<file path="config.mk">
export PLATFORM = sky130hd
export DESIGN_NAME = bit_serializer
export DESIGN_NICKNAME = d
export VERILOG_FILES = /design/src/rtl/bit_serializer.sv
export SDC_FILE = /design/constraint.sdc
export NUM_CORES = 1
export LEC_CHECK = 0
export CORE_MARGIN = 5
export CORE_UTILIZATION = 51
export CTS_CLUSTER_SIZE = 16
export DETAILED_ROUTE_END_ITERATION = 10
export GPL_ROUTABILITY_DRIVEN = 0
export HOLD_SLACK_MARGIN = 0.1
export PLACE_DENSITY_LB_ADDON = 0.12
export RECOVER_POWER = 25
export SETUP_SLACK_MARGIN = 0.5
export SYNTH_ARGS = -nofsm -noshare
export SYNTH_HDL_FRONTEND = slang
export SYNTH_SLANG_ARGS = --single-unit
</file>
<file path="constraint.sdc">
create_clock -name clk -period 2.6 [get_ports clk]
set_clock_uncertainty 0.1 [all_clocks]
set_input_delay 0.26 -clock clk [delete_from_list [all_inputs] [get_ports clk]]
set_output_delay 0.26 -clock clk [all_outputs]
set_load 0.02 [all_outputs]
</file>
<file path="src/rtl/bit_serializer.sv">
// -----------------------------------------------------------------------------
// bit_serializer
//
// Parallel-to-serial stage feeding a single-bit sequence detector. Words of
// WIDTH bits arrive over a valid/ready handshake and leave one bit per clock
// on ser_out. A one-word holding register lets the next word be taken while
// the current one is still shifting, so consecutive words come out with no
// idle cycle between them and patterns that straddle a word boundary stay
// intact.
//
// Parameters:
//   WIDTH      word width in bits (2..32)
//   MSB_FIRST  1: bit WIDTH-1 leaves first, 0: bit 0 leaves first
//   IDLE_BIT   level driven on ser_out when no frame is shifting
//
// Ports:
//   clk          rising-edge clock
//   rst          synchronous active-high reset
//   in_data      parallel word, sampled when in_valid && in_ready
//   in_valid     upstream offers a word
//   in_ready     combinational, high when the holding register is free and
//                the block is not in reset
//   ser_out      registered serial bit
//   ser_valid    registered, high while ser_out carries frame data
//   frame_start  registered pulse on the first bit of each word
//   frame_done   registered pulse on the last bit of each word
//   busy         high while shifting or while a word waits in the hold
// -----------------------------------------------------------------------------
module bit_serializer #(
    parameter int unsigned WIDTH     = 8,
    parameter bit          MSB_FIRST = 1'b1,
    parameter bit          IDLE_BIT  = 1'b0
) (
    input  logic             clk,
    input  logic             rst,
    input  logic [WIDTH-1:0] in_data,
    input  logic             in_valid,
    output logic             in_ready,
    output logic             ser_out,
    output logic             ser_valid,
    output logic             frame_start,
    output logic             frame_done,
    output logic             busy
);

    localparam int unsigned     CW        = $clog2(WIDTH);
    localparam logic [CW-1:0]   LAST_IDX  = CW'(WIDTH - 1);
    localparam logic [CW-1:0]   PENULT_IDX = CW'(WIDTH - 2);

    typedef enum logic {
        IDLE  = 1'b0,
        SHIFT = 1'b1
    } state_e;

    state_e           state_q,      state_d;
    logic [WIDTH-1:0] shiftReg_q,   shiftReg_d;
    logic [WIDTH-1:0] holdReg_q,    holdReg_d;
    logic             holdFull_q,   holdFull_d;
    logic [CW-1:0]    bitCount_q,   bitCount_d;
    logic             serOut_q,     serOut_d;
    logic             serValid_q,   serValid_d;
    logic             frameStart_q, frameStart_d;
    logic             frameDone_q,  frameDone_d;

    logic             accept;
    logic             loadWord;
    logic [WIDTH-1:0] loadValue;

    // Bit that leaves first when a fresh word is placed in the shift register.
    function automatic logic firstBit(input logic [WIDTH-1:0] word);
        return MSB_FIRST ? word[WIDTH-1] : word[0];
    endfunction

    // The hold register is the only buffer beyond the word being shifted, so
    // a word can be taken whenever it is empty. Reset blocks the handshake so
    // nothing is accepted on an edge that is about to clear everything.
    assign in_ready = !holdFull_q && !rst;
    assign accept   = in_valid && in_ready;
    assign busy     = (state_q == SHIFT) || holdFull_q;

    assign ser_out     = serOut_q;
    assign ser_valid   = serValid_q;
    assign frame_start = frameStart_q;
    assign frame_done  = frameDone_q;

    // Next-state logic. The registered serial outputs are computed one cycle
    // ahead: serOut_d is the bit that will be visible after this edge, and
    // bitCount_d is its index within the word. When the last bit is on the
    // wire the next word comes from the hold register first, otherwise
    // straight from in_data, so a queued word can never be skipped. A load
    // of the hold register only happens on non-last bits, which keeps
    // in_data from landing in both registers on the same edge.
    always_comb begin
        state_d      = state_q;
        shiftReg_d   = shiftReg_q;
        holdReg_d    = holdReg_q;
        holdFull_d   = holdFull_q;
        bitCount_d   = bitCount_q;
        serOut_d     = IDLE_BIT;
        serValid_d   = 1'b0;
        frameStart_d = 1'b0;
        frameDone_d  = 1'b0;
        loadWord     = 1'b0;
        loadValue    = in_data;

        case (state_q)
            IDLE: begin
                if (accept) begin
                    loadWord  = 1'b1;
                    loadValue = in_data;
                end
            end
            SHIFT: begin
                if (bitCount_q != LAST_IDX) begin
                    shiftReg_d  = MSB_FIRST ? {shiftReg_q[WIDTH-2:0], 1'b0}
                                            : {1'b0, shiftReg_q[WIDTH-1:1]};
                    serOut_d    = MSB_FIRST ? shiftReg_q[WIDTH-2] : shiftReg_q[1];
                    serValid_d  = 1'b1;
                    bitCount_d  = bitCount_q + 1'b1;
                    frameDone_d = (bitCount_q == PENULT_IDX);
                    if (accept) begin
                        holdReg_d  = in_data;
                        holdFull_d = 1'b1;
                    end
                end else if (holdFull_q) begin
                    loadWord   = 1'b1;
                    loadValue  = holdReg_q;
                    holdFull_d = 1'b0;
                end else if (accept) begin
                    loadWord  = 1'b1;
                    loadValue = in_data;
                end else begin
                    state_d    = IDLE;
                    bitCount_d = '0;
                end
            end
            default: begin
                state_d = IDLE;
            end
        endcase

        if (loadWord) begin
            state_d      = SHIFT;
            shiftReg_d   = loadValue;
            serOut_d     = firstBit(loadValue);
            serValid_d   = 1'b1;
            frameStart_d = 1'b1;
            bitCount_d   = '0;
        end
    end

    // State and output registers. Reset throws away both the word in flight
    // and any queued word, and returns the serial line to its idle level.
    always_ff @(posedge clk) begin
        if (rst) begin
            state_q      <= IDLE;
            shiftReg_q   <= '0;
            holdReg_q    <= '0;
            holdFull_q   <= 1'b0;
            bitCount_q   <= '0;
            serOut_q     <= IDLE_BIT;
            serValid_q   <= 1'b0;
            frameStart_q <= 1'b0;
            frameDone_q  <= 1'b0;
        end else begin
            state_q      <= state_d;
            shiftReg_q   <= shiftReg_d;
            holdReg_q    <= holdReg_d;
            holdFull_q   <= holdFull_d;
            bitCount_q   <= bitCount_d;
            serOut_q     <= serOut_d;
            serValid_q   <= serValid_d;
            frameStart_q <= frameStart_d;
            frameDone_q  <= frameDone_d;
        end
    end

endmodule

</file>
==> flow_summary_export.csv <==
group,metric,value,unit
timing,tns,0,ns
timing,timing.final.crit_share,78.0,%
placement,portBuffers,16,
finish,post_route_cells_drive_above_1_share,7.41,%
timing,layout_setup_ws,0.572,ns
detailed_routing,first_iter_violations,26,
synth,ys_top_cells_by_area,"dfxtp_1, mux2i_1, a21oi_1, o221ai_1, nand3_1",
critical_path,end_kind,"flop",
floorplan,core-area,2020,um2
critical_path,r2r-start,"bitCount_q[0]$_SDFFE_PP0P_",
finish,final_common_cell,"dfxtp_1",
finish,multi_input_area,549,um2
critical_path,cp_max_fo,9,
detailed_routing,finalWirelength,2170,um
floorplan,pin_count,17,
detailed_routing,drt_first_pass_iters,4,
placement,dp_cells,158,
synth,synthDistinctLibCells,30,
synth,syn-mean-instance-area,9.06,um2
detailed_routing,vias,891,
global_route,grt_pass1_wl,3840,um
synth,synth_xor_area_share,0,%
synth,synthAdderAreaFrac,3.40,%
synth,synth_seq_cells,24,
synth,synth_compound_area_share,19.4,%
global_route,track_usage,15.0,%
pwr,p_total,0.000700,W
finish,layout.cells.non_filler,162,
placement,dp_hpwl,1640,um
floorplan,start_util,54.6,%
synth,syn_inst,122,
timing,worst_pin_slew,0.470,ns
synth,synth_top_cell_area_share,43.5,%
critical_path,r2r_end,"holdReg_q[2]$_SDFFE_PP0P_",
detailed_routing,routed_via_density,5.50,
critical_path,reg2reg_depth,5,
clock_tree,clock_sinks,24,
floorplan,die_area,3200,um2
floorplan,row_count,16,
timing,rsz0062_at_grt,"true",
clock_tree,path_clk_slew,0.13,ns
finish,layout_common_cells,"dfxtp_1, clkdlybuf4s50_1, a21oi_1, inv_1",
timing,min_period,2.03,ns
clock_tree,clock-root-buffer,"clkbuf_4",
clock_tree,cts_buffer_depth,2,
critical_path,arrival,2.14,ns
finish,nFillCells,187,
clock_tree,cts_hold_buffers,0,
global_route,antenna_found_initial,0,
clock_tree,cts_tree,"done",
synth,synth_simple_gate_area_share,18.3,%
synth,syn_nets,136,
timing,setup_viol,0,
critical_path,critPathRequiredTime,2.71,ns
timing,hold_viol,0,
synth,syn-cell-area,1100,um2
worst_hold_path,holdPathStages,2,
synth,synth_mux_area_share,8.15,%
timing,slew-limit-headroom,68.5,%
synth,synth_top_family_by_area,"compound AO/OA/AOI/OAI gates",
worst_hold_path,hp-class,"reg -> reg",
clock_tree,clock_latency,0.32,ns
pwr,power_density,536,nW/um2
detailed_routing,drc,0,
clock_tree,cts_buffers,3,
synth,synth_top_area_cell,"dfxtp_1",
finish,antennaDiodeCount,0,
clock_tree,htree_levels,1,
critical_path,path_class,"reg -> reg",
finish,syn_to_final_growth,18.1,%
synth,ys_seq_area_share,43.5,%
detailed_routing,ant_nets,0,
critical_path,r2r_slack,0.57,ns
global_route,grt_max_degree,14,
placement,dp_worst_setup_slack,0.546,ns
floorplan,fp.dieH,56.5,um
worst_hold_path,min_to,"ser_out$_SDFF_PP0_",
timing,fmax,493,MHz
floorplan,die_w,56.5,um
timing,slew_viol_final,0,
worst_hold_path,hold_start,"shiftReg_q[6]$_SDFFE_PP0P_",
timing,timing.hold.ws,0.366,ns
finish,fin_nets,150,
finish,regArea,480,um2
run,max_cap_violations,0,
synth,yosys_warnings,0,
run_status,status,"complete, no violations",
critical_path,start_kind,"flop",
global_route,grt_pass1_vias,843,
global_route,grt-ovfl-total,0,
pwr,p_leak,0.536,nW
pwr,ir_drop,0.426,mV
detailed_routing,wl_per_cell,13.4,um
==> area by class of cell <==
class	count	area share, %
Tap cell	27	2.59
Inverter	10	2.88
Sequential cell	24	36.8
Multi-Input combinational cell	80	42.1
Timing Repair Buffer	17	12.8
Clock buffer	4	2.78
==> Yosys cell counts, drive strengths merged <==
master   count
dfxtp       24
a21oi       12
inv         10
nand3       10
mux2i        9
o21ai        9
nand2        7
o221ai       6
buf          5
clkbuf       3
ha           3
nor2         3
nor2b        3
and3         2
nand2b       2
a211o        1
a211oi       1
a21bo        1
a21boi       1
nand3b       1
nor3         1
nor3b        1
nor4b        1
o21bai       1
o22ai        1
o2bb2ai      1
or2          1
or3          1
or4b         1
==> metal layers <==
layer / share of wire, % / wire length [um] / global-route usage [%]
met1: 50 / 1080 / 20.8
met2: 44 / 950 / 22.1
met3: 5.8 / 125 / 5.28
met4: 0.32 / 7 / 3.05
met5: 0 / 0 / 0
==> flip-flops by register name, summed over array words and instances (netlist names) <==
signal and flops:
holdReg_q 8, state_q 1, holdFull_q 1, frame_done 1
frame_start 1, ser_valid 1, bitCount_q 3, ser_out 1
shiftReg_q 7
==> worst max-delay path by stage <==
| stage | end | cells past startpoint | from |
|---|---|---|---|
| 4_1_cts | shiftReg_q[2]$_SDFFE_PP0P_ | 5 | bitCount_q[1]$_SDFFE_PP0P_ |
| 3_5_place_dp | shiftReg_q[6]$_SDFFE_PP0P_ | 4 | in_valid |
| 2_1_floorplan | holdReg_q[0]$_SDFFE_PP0P_ | 7 | bitCount_q[0]$_SDFFE_PP0P_ |
| 5_1_grt | shiftReg_q[2]$_SDFFE_PP0P_ | 5 | bitCount_q[1]$_SDFFE_PP0P_ |
| 3_3_place_gp | shiftReg_q[4]$_SDFFE_PP0P_ | 4 | in_valid |
| 6_report | holdReg_q[2]$_SDFFE_PP0P_ | 5 | bitCount_q[0]$_SDFFE_PP0P_ |
==> critical path, stage by stage (launching register included) <==
cell and delay, ns:
dfxtp_1 0.35, ha_1 0.21, ha_1 0.32, or4b_1 0.68
o21ai_1 0.19, a21oi_1 0.08
==> per-stage QoR <==
stage | utilization [%] | instance area (um2)
after floorplan | - | 1100
after global placement | 62.5 | 1260
after detailed placement | 62.5 | 1260
after CTS | 64.3 | 1300
after global routing | 64.5 | 1310
final | 64.5 | 1310
==> logic make-up (layout without fill, tap and decap cells) <==
logic type,count (synthesis),count (layout)
simple gates,34,34
fa+ha+maj,3,3
mux,9,9
flops,24,24
compound gates,34,34
buf+inv,18,31
==> power breakdown <==
part / internal (W) / leakage [nW] / switching (W) / total [W]
logic: 0.0000512 / 0.319 / 0.0000537 / 0.000105
clock network: 0.0000856 / 0.0210 / 0.000107 / 0.000193
registers: 0.000387 / 0.196 / 0.0000150 / 0.000402
total: 0.000524 / 0.536 / 0.000176 / 0.000700
==> timing repair <==
action,in CTS,in global routing
buffers inserted,0,0
endpoints found under the setup margin,0,16
resized for setup,0,2
Note: power is estimated with default switching activity, not from simulation.
==> patch 1: new RTL, same settings <==
`shiftReg_q` and `holdReg_q` no longer have a reset.
--- a/src/rtl/bit_serializer.sv
+++ b/src/rtl/bit_serializer.sv
@@ -154,8 +154,6 @@
     always_ff @(posedge clk) begin
         if (rst) begin
             state_q      <= IDLE;
-            shiftReg_q   <= '0;
-            holdReg_q    <= '0;
             holdFull_q   <= 1'b0;
             bitCount_q   <= '0;
             serOut_q     <= IDLE_BIT;
@@ -164,8 +162,6 @@
             frameDone_q  <= 1'b0;
         end else begin
             state_q      <= state_d;
-            shiftReg_q   <= shiftReg_d;
-            holdReg_q    <= holdReg_d;
             holdFull_q   <= holdFull_d;
             bitCount_q   <= bitCount_d;
             serOut_q     <= serOut_d;
@@ -175,5 +171,10 @@
         end
     end
 
+    always_ff @(posedge clk) begin
+        shiftReg_q <= shiftReg_d;
+        holdReg_q  <= holdReg_d;
+    end
+
 endmodule
 
Behaviour: same outputs for any inputs over 10 cycles, from zero or initial values and one cycle with rst high; that may be too few to reach the edited logic, so the function may still have changed.
==> patch 1 against the original RTL <==
  * Area after synthesis is 3.6% higher
  * Utilization is 2.2 points lower
  * Setup slack worse by 0.10 ns
  * Largest cell class is now flip-flops and latches
  * Count of clock-buffer cells in the layout is 1 lower
  * Via count is 24% lower
  * Wire length is 9.6% lower
  * Maximum frequency is 4.8% lower
  * Sequential cell count stayed put
  * Critical path type unchanged
  * Cell area is 3.6% higher
  * Power is 2.4% higher
  * Final cell count is 20% lower
  * Sequential power is 10% higher
==> patch 1: results (changes against the original RTL) <==
* Mapped Nets at 99 (was 136)
* Netlist cell types at 32 (was 30)
* Inverters at 3 (was 10)
* Post-Place Cells at 126 (was 158)
* Post-Route M1 WL at 913 microns (was 1080 microns)
* Multi-input gates at 53 (was 80)
* Met3 Usage GRT at 3.39% (was 5.28%)
* Buffers, non-clock at 18 (was 17)
* Mean Syn Cell Area at 13.5 sq um (was 9.06 sq um)
* 1st-pass router iterations at 2 (was 4)
* CP arrival at 2.10 ns (was 2.14 ns)
* Vias in the first global route at 706 (was 843)
* Clock latency on the worst-skew pair at 0.30 ns (was 0.32 ns)
* First-pass GRT wire length at 3220 microns (was 3840 microns)
* FILL cells at 183 (was 187)
* GR Util met1 at 15.8% (was 20.8%)
* WL met2 at 939 microns (was 950 microns)
* Max rail drop VDD at 0.326 mV (was 0.426 mV)
* Hold WC Path Type: primary input to flop (was flop to flop)
* Result of the run: complete, no violations (unchanged)
* Post-synth EDFFs at 15 (was 0)
* Share of cells above drive strength 1 at 17.6% (was 7.41%)
* Clock buffer count at 3 (was 4)
* Top cells by area, synth: edfxtp_1 (39%), dfxtp_1 (16%), mux2_4 (7.9%) (was dfxtp_1 (43%), mux2i_1 (8.2%), a21oi_1 (5.4%))
* Vias per cell at 5.22 (was 5.50)
* Non-clock buffering overhead at 13.1% (was 12.8%)
* Wire per inst at 15.1 microns (was 13.4 microns)
* Clk tree area frac at 1.94% (was 2.78%)
* Met3 WL at 68 microns (was 125 microns)
* PostCTS Resize Cnt at 3 (was 0)
* Met2 GRT Util at 21.5% (was 22.1%)
-- patch 1: cell types whose count changed in the layout (fill, tap and decap cells not counted), moves of 8 or more --
cell,delta
nand3_1,-8
edfxtp_1,+15
a21oi_1,-8
o21ai_1,-8
dfxtp_1,-17
-- patch 1: metrics by stage --
stage	setup WS [ns]	total power, mW	instance area (sq um)	hold slack (ns)
2_1_floorplan	0.683	0.527	1140	0.259
3_3_place_gp	0.422	0.563	1310	0.356
3_5_place_dp	0.309	0.567	1310	0.371
4_1_cts	0.543	0.729	1350	0.401
5_1_grt	0.374	0.753	1350	0.248
6_report	0.469	0.716	1350	0.235
-- patch 1: kinds of logic after synthesis --
kind of cell	synth area share (%)
AOI/OAI and AO/OA	10.6
muxes	15.5
DFF	55.1
adders and majority gates	3.28
and+or+nand+nor	10.9
buffers and inverters	4.59
-- patch 1: power groups by stage --
stage / clock [mW] / combinational, mW / sequential (mW)
after floorplan: 0 / 0.0785 / 0.449
after global placement: 0 / 0.112 / 0.451
after detailed placement: 0 / 0.115 / 0.452
after CTS: 0.167 / 0.118 / 0.444
after global routing: 0.182 / 0.124 / 0.447
final: 0.158 / 0.114 / 0.444
-- patch 1: worst paths after layout --
kind,cells after the start,slack (ns),end,startpoint
worst max register to register,5,0.47,shiftReg_q[5]$_DFFE_PP_,bitCount_q[0]$_SDFFE_PP0P_
worst min register to register,2,0.41,ser_out$_SDFF_PP0_,shiftReg_q[6]$_DFFE_PP_
worst max-delay path,5,0.47,shiftReg_q[5]$_DFFE_PP_,bitCount_q[0]$_SDFFE_PP0P_
worst min-delay path,2,0.24,bitCount_q[1]$_SDFFE_PP0P_,rst
-- patch 1: critical path, stage by stage, from the launching register on --
cell,delay (ns)
dfxtp_1,0.40
ha_1,0.17
ha_1,0.38
nand2b_1,0.24
o211a_4,0.30
mux2_4,0.31
==> patch 2: new RTL, same flow settings <==
Made on the original files. `MSB_FIRST`: 1'b1 -> 1'b0.
--- a/src/rtl/bit_serializer.sv
+++ b/src/rtl/bit_serializer.sv
@@ -28,7 +28,7 @@
 // -----------------------------------------------------------------------------
 module bit_serializer #(
     parameter int unsigned WIDTH     = 8,
-    parameter bit          MSB_FIRST = 1'b1,
+    parameter bit          MSB_FIRST = 1'b0,
     parameter bit          IDLE_BIT  = 1'b0
 ) (
     input  logic             clk,
Behaviour: not the same (Yosys sat finds a counterexample within 4 cycles, from zero or initial values and one cycle with rst high).
==> patch 2 against the original RTL <==
  * Power increased by 3.3%
  * Global-route usage is 1.6 points lower
  * Area after synthesis grew 3.9%
  * Count of clock-buffer cells in the layout did not move
  * Sequential cell count unchanged
  * Clock power hardly changed
  * Cell area up 3.0%
  * Critical path depth is 1 higher
  * Setup slack better by 0.026 ns
  * Hold slack got worse by 0.0033 ns
  * Maximum frequency up 1.3%
  * Wire length down 11%
  * Critical endpoint is now shiftReg_q[5]$_SDFFE_PP0P_
  * Largest cell class unchanged
  * Largest power group unchanged
==> patch 2: results (changes against the original RTL) <==
* Sw Pwr at 0.185 mW (was 0.176 mW)
* Commonest cells in the netlist: dfxtp_1 (24), mux2i_1 (17), nor2_1 (14), o21ai_1 (7), a22oi_1 (5) (was dfxtp_1 (24), a21oi_1 (12), inv_1 (10), nand3_1 (10))
* Worst-path clk slew at 0.13 ns (about the same)
* Final Setup Violations at 0 (unchanged)
* Clock Power Share at 26.7% (was 27.5%)
* PD cells at 538 mW/mm^2 (was 536 mW/mm^2)
* CP max-delay cell: ha_1 (was or4b_1)
* Setup WS pre-CTS at 0.589 ns (was 0.546 ns)
* TritonCTS buffer count at 3 (unchanged)
* All-Layer GR Usage at 13.3% (was 15.0%)
* Worst slew pin tran at 0.447 ns (was 0.470 ns)
* Result of the run: complete, no violations (unchanged)
* Mapped Nets at 121 (was 136)
* Root Driver: clkbuf_4 (unchanged)
* Worst-case reg-to-reg path depth at 6 (was 5)
* Vias in the first global route at 803 (was 843)
* Max rail drop VDD at 0.339 mV (was 0.426 mV)
* CP max FO at 8 (was 9)
* Fmax at 0.499 GHz (was 0.493 GHz)
* Cell count after synthesis at 107 (was 122)
* Worst R2R Setup Slack at 0.60 ns (was 0.57 ns)
* First-pass GRT wire length at 3500 microns (was 3840 microns)
* CP delay by family, top: adder cells (was simple AND/OR/NAND/NOR gates)
* CP arrival at 2.15 ns
* Initial DRC Count at 12 (was 26)
* Final cell count without fillers at 152 (was 162)
* Netlist cell types at 33 (was 30)
* Wire per inst at 12.7 microns (was 13.4 microns)
* Reg2Reg Capture Point: shiftReg_q[5]$_SDFFE_PP0P_ (was holdReg_q[2]$_SDFFE_PP0P_)
* Main flop type after synthesis: dfxtp_1 (unchanged)
* Min-delay src: shiftReg_q[7]$_SDFFE_PP0P_ (was shiftReg_q[6]$_SDFFE_PP0P_)
* Final nets at 139 (was 150)
* Max incr delay on CP at 0.43 ns (was 0.68 ns)
* Pin count of the biggest net entering global routing at 20 (was 14)
* Share of cells above drive strength 1 at 16.1% (was 7.41%)
* Area after DPL at 0.00132 sq mm (was 0.00126 sq mm)
* 1st-pass router iterations at 2 (was 4)
* Clock latency on the worst-skew pair at 0.30 ns (was 0.32 ns)
* Leakage at 0.613 nW (was 0.536 nW)
* Sequential-to-total area share from yosys stat at 41.9% (was 43.5%)
* Yosys warning total at 0 (unchanged)
* CP startpoint: bitCount_q[0]$_SDFFE_PP0P_ (unchanged)
* Top cells by area, synth: dfxtp_1 (42%), mux2i_1 (15%), nor2_1 (4.6%) (was dfxtp_1 (43%), mux2i_1 (8.2%), a21oi_1 (5.4%))
* Vias per cell at 5.36 (was 5.50)
* Final HPWL DP at 1440 microns (was 1640 microns)
* Buffers on Ports at 16 (unchanged)
==> patch 2: cell count changes after synthesis, moves of 4 or more <==
| cell | change |
|---|---|
| a21oi_1 | -10 |
| nand2_1 | -4 |
| mux2i_1 | +8 |
| nand3_1 | -10 |
| o221ai_1 | -6 |
| nor2_1 | +11 |
| inv_1 | -9 |
| a22oi_1 | +5 |
==> patch 2: how the worst min path moves through the flow <==
stage,cells after the start,slack [ns],to
floorplan,2,0.30,holdReg_q[0]$_SDFFE_PP0P_
global placement,2,0.34,shiftReg_q[7]$_SDFFE_PP0P_
detailed placement,2,0.35,shiftReg_q[7]$_SDFFE_PP0P_
CTS,2,0.36,shiftReg_q[7]$_SDFFE_PP0P_
global route,2,0.40,shiftReg_q[7]$_SDFFE_PP0P_
finish,2,0.36,shiftReg_q[7]$_SDFFE_PP0P_
==> patch 2: area by class of cell <==
class                   count  area (sq um)
flip-flops and latches     24           482
inverters                   2          7.51
repair buffers             18           175
multi-input cells          76           608
fillers                   195           826
clock buffers               4          36.3
well taps                  28          35.0
==> patch 2: metal layers <==
layer | track usage, % | up-vias | share of wire, %
met1 | 16.5 | 383 | 48
met2 | 21.9 | 11 | 47
li1 | - | 419 | -
met4 | 6.62 | 0 | 0.88
met3 | 2.49 | 2 | 4.2
met5 | 0 | - | 0
==> patch 2: kinds of logic after synthesis <==
kind of cell / Yosys count / share of synthesized area [%]
flip-flops: 24 / 41.9
adder cells (fa/ha/maj): 3 / 3.27
buffers and inverters: 7 / 4.03
multiplexers: 17 / 14.8
AO/OA/AOI/OAI: 24 / 16.4
AND/OR/NAND/NOR: 32 / 19.6
==> patch 2: timing repair <==
item                                    4_1_cts  5_1_grt
resized for setup                             0        3
hold buffers                                  0        0
setup buffers                                 0        0
endpoints found under the setup margin        0        8
